## src/rtl/pipe_pkg.sv

```systemverilog
// Shared pipeline definitions: control word layout
// and common widths for the 5-stage ARM pipeline.
package pipe_pkg;
  localparam int CTRL_W     = 16;
  localparam int C_REGWRITE = 0;
  localparam int C_MEMTOREG = 1;
  localparam int C_MEMWRITE = 2;
  localparam int C_BRANCH   = 3;
  localparam int C_ALUSRC   = 4;
  localparam int C_ALUCTL   = 5;
  localparam int C_FLAGW    = 8;
  localparam int C_COND     = 10;
  localparam int C_WB_BASE  = 14;
  localparam int PC_REG     = 15;
endpackage

```

## src/rtl/hazard_lduse.sv

```systemverilog
// Load-use hazard detection between D and E.
// Pure combinational; ra3 (store data) is excluded.
module hazard_lduse
  import pipe_pkg::*;
#(
  parameter int RA_W = 4
) (
  input  logic            valid_e,
  input  logic            memtoreg_e,
  input  logic            regwrite_e,
  input  logic [RA_W-1:0] wa3_e,
  input  logic            valid_d,
  input  logic [RA_W-1:0] ra1_d,
  input  logic [RA_W-1:0] ra2_d,
  input  logic            stall_e,
  output logic            lduse_d,
  output logic            stall_d
);

  localparam logic [RA_W-1:0] PC_A = RA_W'(PC_REG);

  logic hit1;
  logic hit2;
  logic load_e;

  // PC reads never depend on a load result
  assign hit1 = (ra1_d == wa3_e) && (ra1_d != PC_A);
  assign hit2 = (ra2_d == wa3_e) && (ra2_d != PC_A);

  assign load_e  = valid_e && memtoreg_e && regwrite_e;
  assign lduse_d = load_e && valid_d && (hit1 || hit2);
  assign stall_d = lduse_d || stall_e;

endmodule

```

## src/rtl/idex_stage.sv

```systemverilog
// Decode->Execute pipeline register with stall,
// flush, load-use bubble insertion and bubble count.
module idex_stage
  import pipe_pkg::*;
#(
  parameter int DATA_W = 32,
  parameter int RA_W   = 4,
  parameter int CTRL_W = pipe_pkg::CTRL_W,
  parameter int BCNT_W = 16
) (
  input  logic              clk,
  input  logic              reset,
  input  logic              valid_d,
  input  logic [DATA_W-1:0] rd1_d,
  input  logic [DATA_W-1:0] rd2_d,
  input  logic [DATA_W-1:0] rd3_d,
  input  logic [RA_W-1:0]   ra1_d,
  input  logic [RA_W-1:0]   ra2_d,
  input  logic [RA_W-1:0]   ra3_d,
  input  logic [RA_W-1:0]   wa3_d,
  input  logic [DATA_W-1:0] imm_d,
  input  logic [CTRL_W-1:0] ctrl_d,
  input  logic              stall_e,
  input  logic              flush_e,
  output logic [DATA_W-1:0] rd1_e,
  output logic [DATA_W-1:0] rd2_e,
  output logic [DATA_W-1:0] rd3_e,
  output logic [DATA_W-1:0] imm_e,
  output logic [RA_W-1:0]   ra1_e,
  output logic [RA_W-1:0]   ra2_e,
  output logic [RA_W-1:0]   ra3_e,
  output logic [RA_W-1:0]   wa3_e,
  output logic [CTRL_W-1:0] ctrl_e,
  output logic              valid_e,
  output logic              stall_d,
  output logic              lduse_d,
  output logic [BCNT_W-1:0] bubble_cnt
);

  logic [DATA_W-1:0] rd1_q, rd1_nx;
  logic [DATA_W-1:0] rd2_q, rd2_nx;
  logic [DATA_W-1:0] rd3_q, rd3_nx;
  logic [DATA_W-1:0] imm_q, imm_nx;
  logic [RA_W-1:0]   ra1_q, ra1_nx;
  logic [RA_W-1:0]   ra2_q, ra2_nx;
  logic [RA_W-1:0]   ra3_q, ra3_nx;
  logic [RA_W-1:0]   wa3_q, wa3_nx;
  logic [CTRL_W-1:0] ctrl_q, ctrl_nx;
  logic              valid_q, valid_nx;
  logic [BCNT_W-1:0] bcnt_q, bcnt_nx;
  logic              bubble;

  hazard_lduse #(
    .RA_W(RA_W)
  ) u_haz (
    .valid_e   (valid_q),
    .memtoreg_e(ctrl_q[C_MEMTOREG]),
    .regwrite_e(ctrl_q[C_REGWRITE]),
    .wa3_e     (wa3_q),
    .valid_d   (valid_d),
    .ra1_d     (ra1_d),
    .ra2_d     (ra2_d),
    .stall_e   (stall_e),
    .lduse_d   (lduse_d),
    .stall_d   (stall_d)
  );

  // flush beats stall; stall beats load-use
  assign bubble = flush_e || (!stall_e && lduse_d);

  always_comb begin
    rd1_nx   = rd1_q;
    rd2_nx   = rd2_q;
    rd3_nx   = rd3_q;
    imm_nx   = imm_q;
    ra1_nx   = ra1_q;
    ra2_nx   = ra2_q;
    ra3_nx   = ra3_q;
    wa3_nx   = wa3_q;
    ctrl_nx  = ctrl_q;
    valid_nx = valid_q;
    if (bubble) begin
      rd1_nx   = '0;
      rd2_nx   = '0;
      rd3_nx   = '0;
      imm_nx   = '0;
      ra1_nx   = '0;
      ra2_nx   = '0;
      ra3_nx   = '0;
      wa3_nx   = '0;
      ctrl_nx  = '0;
      valid_nx = 1'b0;
    end else if (!stall_e) begin
      rd1_nx   = rd1_d;
      rd2_nx   = rd2_d;
      rd3_nx   = rd3_d;
      imm_nx   = imm_d;
      ra1_nx   = ra1_d;
      ra2_nx   = ra2_d;
      ra3_nx   = ra3_d;
      wa3_nx   = wa3_d;
      ctrl_nx  = valid_d ? ctrl_d : '0;
      valid_nx = valid_d;
    end
  end

  always_comb begin
    bcnt_nx = bcnt_q;
    if (bubble && (bcnt_q != {BCNT_W{1'b1}}))
      bcnt_nx = bcnt_q + BCNT_W'(1);
  end

  always_ff @(posedge clk or posedge reset) begin
    if (reset) begin
      rd1_q   <= '0;
      rd2_q   <= '0;
      rd3_q   <= '0;
      imm_q   <= '0;
      ra1_q   <= '0;
      ra2_q   <= '0;
      ra3_q   <= '0;
      wa3_q   <= '0;
      ctrl_q  <= '0;
      valid_q <= 1'b0;
      bcnt_q  <= '0;
    end else begin
      rd1_q   <= rd1_nx;
      rd2_q   <= rd2_nx;
      rd3_q   <= rd3_nx;
      imm_q   <= imm_nx;
      ra1_q   <= ra1_nx;
      ra2_q   <= ra2_nx;
      ra3_q   <= ra3_nx;
      wa3_q   <= wa3_nx;
      ctrl_q  <= ctrl_nx;
      valid_q <= valid_nx;
      bcnt_q  <= bcnt_nx;
    end
  end

  assign rd1_e      = rd1_q;
  assign rd2_e      = rd2_q;
  assign rd3_e      = rd3_q;
  assign imm_e      = imm_q;
  assign ra1_e      = ra1_q;
  assign ra2_e      = ra2_q;
  assign ra3_e      = ra3_q;
  assign wa3_e      = wa3_q;
  assign ctrl_e     = ctrl_q;
  assign valid_e    = valid_q;
  assign bubble_cnt = bcnt_q;

endmodule

```

## config.mk

```make
export PLATFORM = sky130hd
export DESIGN_NAME = idex_stage
export DESIGN_NICKNAME = d
export VERILOG_FILES = /design/src/rtl/pipe_pkg.sv /design/src/rtl/hazard_lduse.sv /design/src/rtl/idex_stage.sv
export SDC_FILE = /design/constraint.sdc
export NUM_CORES = 1
export LEC_CHECK = 0
export ABC_AREA = 0
export CAP_MARGIN = 20
export CORE_AREA = 2 2 133 135
export CTS_BUF_LIST = sky130_fd_sc_hd__clkbuf_16
export CTS_CLUSTER_DIAMETER = 150
export DETAILED_ROUTE_END_ITERATION = 6
export DIE_AREA = 0 0 135 137
export HOLD_SLACK_MARGIN = 0.06
export PLACE_DENSITY = 0.87
export SETUP_SLACK_MARGIN = 0.02
export SYNTH_ARGS = -nofsm -noshare
export SYNTH_HDL_FRONTEND = slang
export SYNTH_HIERARCHICAL = 1
export SYNTH_SLANG_ARGS = --single-unit
export TNS_END_PERCENT = 30
```

## constraint.sdc

```tcl
create_clock -name clk -period 7.3 [get_ports clk]
set_clock_uncertainty 0.05 [all_clocks]
set_input_delay 1.46 -clock clk [delete_from_list [all_inputs] [get_ports clk]]
set_output_delay 1.46 -clock clk [all_outputs]
set_load 0.02 [all_outputs]
```

* Yosys cells after proc, flatten, opt, wreduce, memory -nomap -nowiden
Cells that the tools add are included.
W data, S select, Z words.
** Operators by class
- $add $sub $neg :: 1
- $mul :: 0
- Divide/modulo/power cells :: 0
- Magnitude comparators :: 0
- Eq/ne operators :: 6
- Shifts and indexed selects :: 0
- Mux-type cells :: 21
- Bitwise logic cells :: 0
- Reduce and logical (&&, ||, !) cells :: 12
** Operators by type and width (number)
- $mux W32 :: 8
- $mux W16 :: 3
- $mux W4 :: 8
- $add A16 B1 Y16 const B :: 1
- $ne A16 B16 Y1 const B :: 1
- $eq A4 B4 Y1 :: 2
- $logic_and A1 B1 Y1 :: 8
- $ne A4 B4 Y1 const B :: 2
- $logic_or A1 B1 Y1 :: 3
- $mux W1 :: 2
- $ne A2 B1 Y1 const B :: 1
- $logic_not A1 Y1 :: 1
** Storage, ports and cells
- Register bits after elaboration :: 177
- Latch bits :: 0
- Bits in writable memories :: 0
- Bits in read-only memories :: 0
- Input port bits :: 165
- Output and inout port bits :: 179
- Word-level logic and storage cells :: 51
- Memories :: 0

* Logic depth before layout (Yosys ltp)
Gate-level depths: netlist (run 1).
- Depth after elaboration :: 7
- Mapped depth :: 8
- Mapped depth without buffers :: 7

* By module
The synthesis (run 1) kept the hierarchy.
** Modules (own cells, without submodules)
- idex_stage :: instances 1, cells each 430, area each 6397.4 um^2, seq. area each 4429.2 um^2
- hazard_lduse :: instances 1, cells each 20, area each 142.6 um^2, seq. area each 0.0 um^2

* Least setup slack after synthesis (run 1)
OpenSTA, ideal clock, no wires.
- Path kind :: input -> output
- Start :: in valid_d
- End :: out lduse_d
- Arrival :: 2246 ps
- Data required time :: 5790 ps
- Slack :: 3544 ps
- Stages on the path :: 3
- Path buffers :: 0
- Cell sequence :: and4_1 > nand4_1 > o22ai_1
** Between the ends
- Longest elaborated chain between the ends :: 2
** RTL lines
- start, declared :: line idex_stage.sv:13 : input logic valid_d,
- $logic_and A1 B1 Y1 (2 in a row) :: line hazard_lduse.sv:31 : assign lduse_d = load_e && valid_d && (hit1 || hit2);
- end, declared :: line idex_stage.sv:36 : output logic lduse_d,
No other way between the ends.

* Final worst setup path (run 1)
- Start :: in ra2_d[2]
- End :: out lduse_d
** Between the ends
- Longest elaborated chain between the ends :: 4
- Elaborated cells on any way between the ends :: 5
- Those cells by class :: eq/ne (2); reduce/logical (3)
** RTL lines
- start, declared :: line idex_stage.sv:18 : input logic [RA_W-1:0] ra2_d,
- $eq A4 B4 Y1 / $ne A4 B4 Y1 (equally long branches) :: line hazard_lduse.sv:28 : assign hit2 = (ra2_d == wa3_e) && (ra2_d != PC_A);
- $logic_and A1 B1 Y1 (*) :: line hazard_lduse.sv:28
- $logic_or A1 B1 Y1 (*) :: line hazard_lduse.sv:31
- $logic_and A1 B1 Y1 (*) :: line hazard_lduse.sv:31
Mark *: on every way between the ends. The rest lies on a longest branch, timed or not.

==> reports/results.ini, run 1 <==
[outcome]
status = finished clean

[floorplan]
die_height_um = 137
num_rows = 48
ios = 344
core-area_sq_um = 17100
die_area_sq_um = 18500
start_util = 0.383
die_x_um = 135

[clock_tree]
clock_sinks = 177
clk_latency_ps = 420
cts_buffers = 17
postCtsSetupBuffers = 0
ctsHoldBuffers = 0
htree_levels = 4
clk_pin_slew_ps = 70
cts_tree = yes
postCtsResizedCells = 0
clockBufferDepth = 2
cts-root-buf = clkbuf_16

[power]
internal_power_mw = 1.74
p_clk_frac = 0.344
power_density_nw_per_um2 = 227
power_leakage_nw = 4.77
p_seq_frac = 0.460
switching_share = 0.283
ir_drop_mv = 0.149
total_power_mw = 2.43
power_switching_mw = 0.690
combPwrFrac = 0.196

[critical_path]
worstReg2RegStart = wa3_e[2]
critPathMaxStageDelay_ps = 680
worst-path-buf-inv = 2
cp_data_required_time_ps = 5790
critPathMostFrequentCell = clkdlybuf4s50_1
crit_fanout = 3
crit_family = buffers and inverters
critPathKind = in -> out
critPathLaunchType = primary input
end_kind = output port
cp_slowest_cell = clkdlybuf4s50_1
crit_chain = clkdlybuf4s50_1 -> xnor2_1 -> nand4_1 -> o22ai_1 -> clkdlybuf4s50_1
crit_arrival_ps = 3410
startpoint = ra2_d[2]

[sta]
tightest_slew_ps = 972
drv_slew = 0
setup_tns_ps = 0
min_period_ps = 4920
fmax_mhz = 203
worst_slack_ps = 2380
setup_violations = 0
hold_viol = 0
post-route-period-util = 0.673
slew_headroom = 0.352
rsz0062_at_grt = no

[finish]
final_area_sq_um = 10700
drive_gt1_frac = 0.0566
multiInputGateArea_sq_um = 1980
diodes = 0
seqCellArea_sq_um = 4430
fin_util = 0.629
nFillCells = 1325
final_nets = 950
synthToLayoutAreaGrowth_pct = 64.1

[route]
drt_iter0_markers = 198
drc = 0
num_vias = 5355
dr.pass1.iters = 4
wl_per_cell_um = 19.3
wirelength_um = 19700
viasPerCell = 5.25
antenna_left = 0

[synth]
ys_seq_area_frac = 0.677
syn_inst = 450
ys_types = 34
synth_top_area_cell = dfrtp_1
avgSynthCellArea_sq_um = 14.5
synth-seq-cells = 177
syn-num-nets = 616
netlist_area_sq_um = 6540
synth_area_leaders = dfrtp_1 (68%), a22o_1 (21%), xor2_1 (1.9%), clkbuf_1 (1.4%), xnor2_1 (0.80%)
yosys_warnings = 6
synth_top_area_frac = 0.677

[worst_hold_path]
hp-start = bubble_cnt[15]
hp-class = reg -> reg

[global_route]
overflow = 0
grt_pass1_vias = 5392
grt_max_degree = 79
antenna_found_initial = 0
grt_use_met2 = 0.344
grt_most_used_layer = met2
met1_usage = 0.254
grtUsageMet3 = 0.0626
grt.total_usage = 0.205
grt_pass1_wl_um = 29600

[placed_design]
gp_congestion = 0.805
port_buffers = 343
dpl.hpwl_um = 13900
postPlaceCellArea_sq_um = 10200
post-place-ws_ps = 2410

[job]
drv_cap = 0

## cells in the mapped netlist
library cell,count
and3_1,2
ha_1,1
a22o_1,160
nor2b_1,2
and4_1,2
nor4b_1,2
o2111ai_1,1
o221ai_2,1
inv_1,2
xor2_1,14
nor3_1,7
clkbuf_1,24
nor3_2,1
nand3_1,5
nor3b_1,2
nand4_1,6
a21oi_1,1
o21ai_0,3
o21bai_1,1
dfrtp_1,177
mux2_4,1
nand4_4,1
nor2_1,5
o22ai_1,1
nor2_2,1
and2_1,3
buf_1,5
nor4_1,1
nor4_4,1
nand2_1,3
a21o_1,1
a21oi_2,1
buf_2,6
xnor2_1,6
## worst paths after layout
kind / slack [ps] / cells past startpoint / endpoint
worst min register to register: 450 / 1 / bubble_cnt[15]
worst max register to register: 4550 / 7 / bubble_cnt[15]
max in group asynchronous: 4510 / 3 / ctrl_e[6]
worst max-delay path: 2380 / 5 / lduse_d
worst min-delay path: 450 / 1 / bubble_cnt[15]
min in group asynchronous: 1380 / 2 / rd3_e[24]
## final cells by class
type                       instances  area share
tap                              225      0.0262
inverter                           2     0.00117
clock inverter                    13     0.00979
clock buffer                      17      0.0396
multi-input combinational        236       0.184
timing repair buffer             350       0.326
sequential                       177       0.413
## flip-flops by register name, summed over array words and instances (netlist names)
signal / flops
rd1_e: 32
ra1_e: 4
ra3_e: 4
imm_e: 32
rd3_e: 32
ctrl_e: 16
valid_e: 1
wa3_e: 4
rd2_e: 32
ra2_e: 4
bubble_cnt: 16
## worst reg2reg max path, cell delays in order, from the launching register on
cell and delay, ps:
dfrtp_1 470, xnor2_1 250, nand4_1 210, o22ai_1 380
nor2b_1 340, o2111ai_1 300, nor4b_1 500, xor2_1 190
## cells by family after synthesis
kind of cell               synth area share
adders and majority gates           0.00191
buffers and inverters                0.0224
AOI/OAI and AO/OA                     0.226
muxes                               0.00230
and+or+nand+nor                      0.0438
xor gates and xnor gates             0.0268
DFF                                   0.677
## routing by layer
metal	routed length (um)	share of wire
met1	7940	0.40
met2	9740	0.49
met3	1690	0.085
met4	361	0.018
met5	0	0
## per-stage QoR
| stage | hold slack (ps) | cells |
|---|---|---|
| floorplan | 546 | 450 |
| global placement | 429 | 989 |
| detailed placement | 440 | 990 |
| CTS | 455 | 1020 |
| global route | 465 | 1020 |
| finish | 453 | 1020 |
## cells in the final DEF, fill, tap and decap left out, drive strengths merged, types with 5 or more instances in the layout
cell,instances
xnor2,6
nor2,6
clkinvlp,5
nand3,5
xor2,14
dfrtp,177
nand4,7
buf,7
nor3,8
clkbuf,17
inv,8
a22o,160
clkdlybuf4s50,343
## power groups by stage
stage / combinational, mW / sequential (mW) / clock (mW)
2_1_floorplan: 0.120 / 1.21 / 0
3_3_place_gp: 0.471 / 1.13 / 0
3_5_place_dp: 0.480 / 1.13 / 0
4_1_cts: 0.482 / 1.12 / 0.860
5_1_grt: 0.508 / 1.13 / 0.903
6_report: 0.477 / 1.12 / 0.836
(Power assumes the default switching activity.)
==> inputs of run 2 (changes only) <==
- clock period: 7.3 -> 4.8 ns (I/O delays scaled with it)
==> run 2 against run 1 <==
  * Register-to-register slack worse by 2400 ps
  * Clock power is 65% higher
  * Die area stayed put
  * Hold slack hardly changed
  * Highest routed layer unchanged
==> reports/results.ini, run 2 (synthesized netlist as in run 1, its figures left out) <==
[global_route]
grt_max_degree = 178  ; +130%
antenna_found_initial = 0  ; unchanged
grt_pass1_vias = 5326  ; -1.2%
overflow = 0  ; unchanged
grt_pass1_wl_um = 29600  ; +0.16%
grt.total_usage = 0.207  ; +0.00131

[critical_path]
crit_fanout = 3  ; unchanged
critPathMaxStageDelay_ps = 690  ; about the same
worstReg2RegStart = wa3_e[2]
worstSetupEndpoint = lduse_d
critPathLaunchType = primary input
cp_data_required_time_ps = 3790  ; -2000 ps
r2r_end = bubble_cnt[15]
r2r_slack_ps = 2110  ; -2440 ps
critPathMostFrequentCell = clkdlybuf4s50_1
ff2ff_path_depth = 7  ; unchanged
cp_slowest_cell = clkdlybuf4s50_1
critPathKind = in -> out
startpoint = ra2_d[2]
end_kind = output port
crit_arrival_ps = 2910  ; -500 ps
crit_chain = clkdlybuf4s50_1 -> xnor2_1 -> nand4_1 -> o22ai_1 -> clkdlybuf4s50_1

[sta]
drv_slew = 0  ; unchanged
fmax_mhz = 255
min_period_ps = 3920
tightest_slew_ps = 995  ; +23.6 ps
hold_viol = 0  ; unchanged
rsz0062_at_grt = no
setup_violations = 0  ; unchanged
setup_tns_ps = 0  ; unchanged
worst_slack_ps = 885  ; -1500 ps
slew_headroom = 0.337  ; -0.0157
post-route-period-util = 0.816

[outcome]
status = finished clean

[clock_tree]
clockBufferDepth = 2  ; unchanged
ctsHoldBuffers = 0  ; unchanged
cts_buffers = 17  ; unchanged
clk_pin_slew_ps = 70  ; about the same
htree_levels = 4  ; unchanged
postCtsSetupBuffers = 0  ; unchanged
clk_latency_ps = 420  ; about the same
cts_tree = yes
clock_sinks = 177  ; unchanged
postCtsResizedCells = 0  ; unchanged
cts-root-buf = clkbuf_16

[finish]
final_nets = 947  ; -0.32%
layout_commonest_cell = clkdlybuf4s50_1
final_area_sq_um = 10800  ; +0.34%
finalNonFillerCells = 1017  ; -0.29%
synthToLayoutAreaGrowth_pct = 64.6
drive_gt1_frac = 0.0530  ; -0.00357
mostFrequentLayoutCells = clkdlybuf4s50_1 (343), dfrtp_1 (177), a22o_1 (160), clkbuf_16 (17), xor2_1 (14)
diodes = 0  ; unchanged

[placed_design]
post-place-ws_ps = 889  ; -1520 ps
gp_congestion = 0.799  ; -0.81%
postPlaceCellArea_sq_um = 10200  ; -0.11%
port_buffers = 343  ; unchanged
place_inst = 987  ; -0.30%
dpl.hpwl_um = 13500  ; -3.0%

[power]
power_leakage_nw = 4.78  ; +0.23%
power_density_nw_per_um2 = 353  ; +56%
ir_drop_mv = 0.271  ; +82%

[floorplan]
die_x_um = 135  ; unchanged
ios = 344  ; unchanged
num_rows = 48  ; unchanged
die_height_um = 137  ; unchanged
die_area_sq_um = 18500  ; unchanged
start_util = 0.383  ; unchanged
core-area_sq_um = 17100  ; unchanged

[route]
drt_iter0_markers = 255  ; +29%
num_vias = 5267  ; -1.6%
antenna_left = 0  ; unchanged
wirelength_um = 19600  ; -0.89%
dr.pass1.iters = 4  ; unchanged
viasPerCell = 5.18  ; -1.4%
drc = 0  ; unchanged
wl_per_cell_um = 19.2  ; -0.60%

[job]
drv_cap = 0  ; unchanged

[worst_hold_path]
hp-class = reg -> reg

run 2: stage by stage:
step / util / power (mW) / hold WS [ps]
after floorplan: - / 2.02 / 546
after global placement: 0.597 / 2.44 / 436
after detailed placement: 0.597 / 2.45 / 441
after CTS: 0.631 / 3.84 / 460
after global routing: 0.631 / 3.95 / 466
final: 0.631 / 3.80 / 453
run 2: critical path, delay by kind of cell:
family	cells	cell delay [ps]
compound gates	1	390
xor+xnor	1	160
simple gates	1	180
buf+inv	2	1210
run 2: cell type report:
cell class | instances | area [sq um]
Fill cell | 1307 | 6290
Clock buffer | 17 | 425
Tap cell | 225 | 282
Inverter | 2 | 11.3
Multi-Input combinational cell | 236 | 1980
Sequential cell | 177 | 4430
Clock inverter | 13 | 153
Timing Repair Buffer | 347 | 3490
run 2: metal layers:
layer / track usage / up-vias / routed length, um
met1: 0.252 / 2606 / 7750
met4: 0.0619 / 0 / 324
met2: 0.345 / 243 / 9730
li1: - / 2394 / -
met3: 0.0763 / 24 / 1750
met5: 0 / - / 0
run 2: how the worst min path moves through the flow:
stage,depth (start not counted),end,from
2_1_floorplan,1,bubble_cnt[15],bubble_cnt[15]
3_3_place_gp,1,rd1_e[22],rd1_e[22]
3_5_place_dp,1,rd1_e[15],rd1_e[15]
4_1_cts,1,rd2_e[25],rd2_e[25]
5_1_grt,1,rd2_e[1],rd2_e[1]
6_report,1,rd2_e[27],rd2_e[27]
run 2: report_power, final:
part	internal [mW]	total [mW]	switching, mW
Sequential	1.60	1.70	0.102
Combinational	0.389	0.721	0.333
Clock	0.773	1.38	0.605
Total	2.76	3.80	1.04
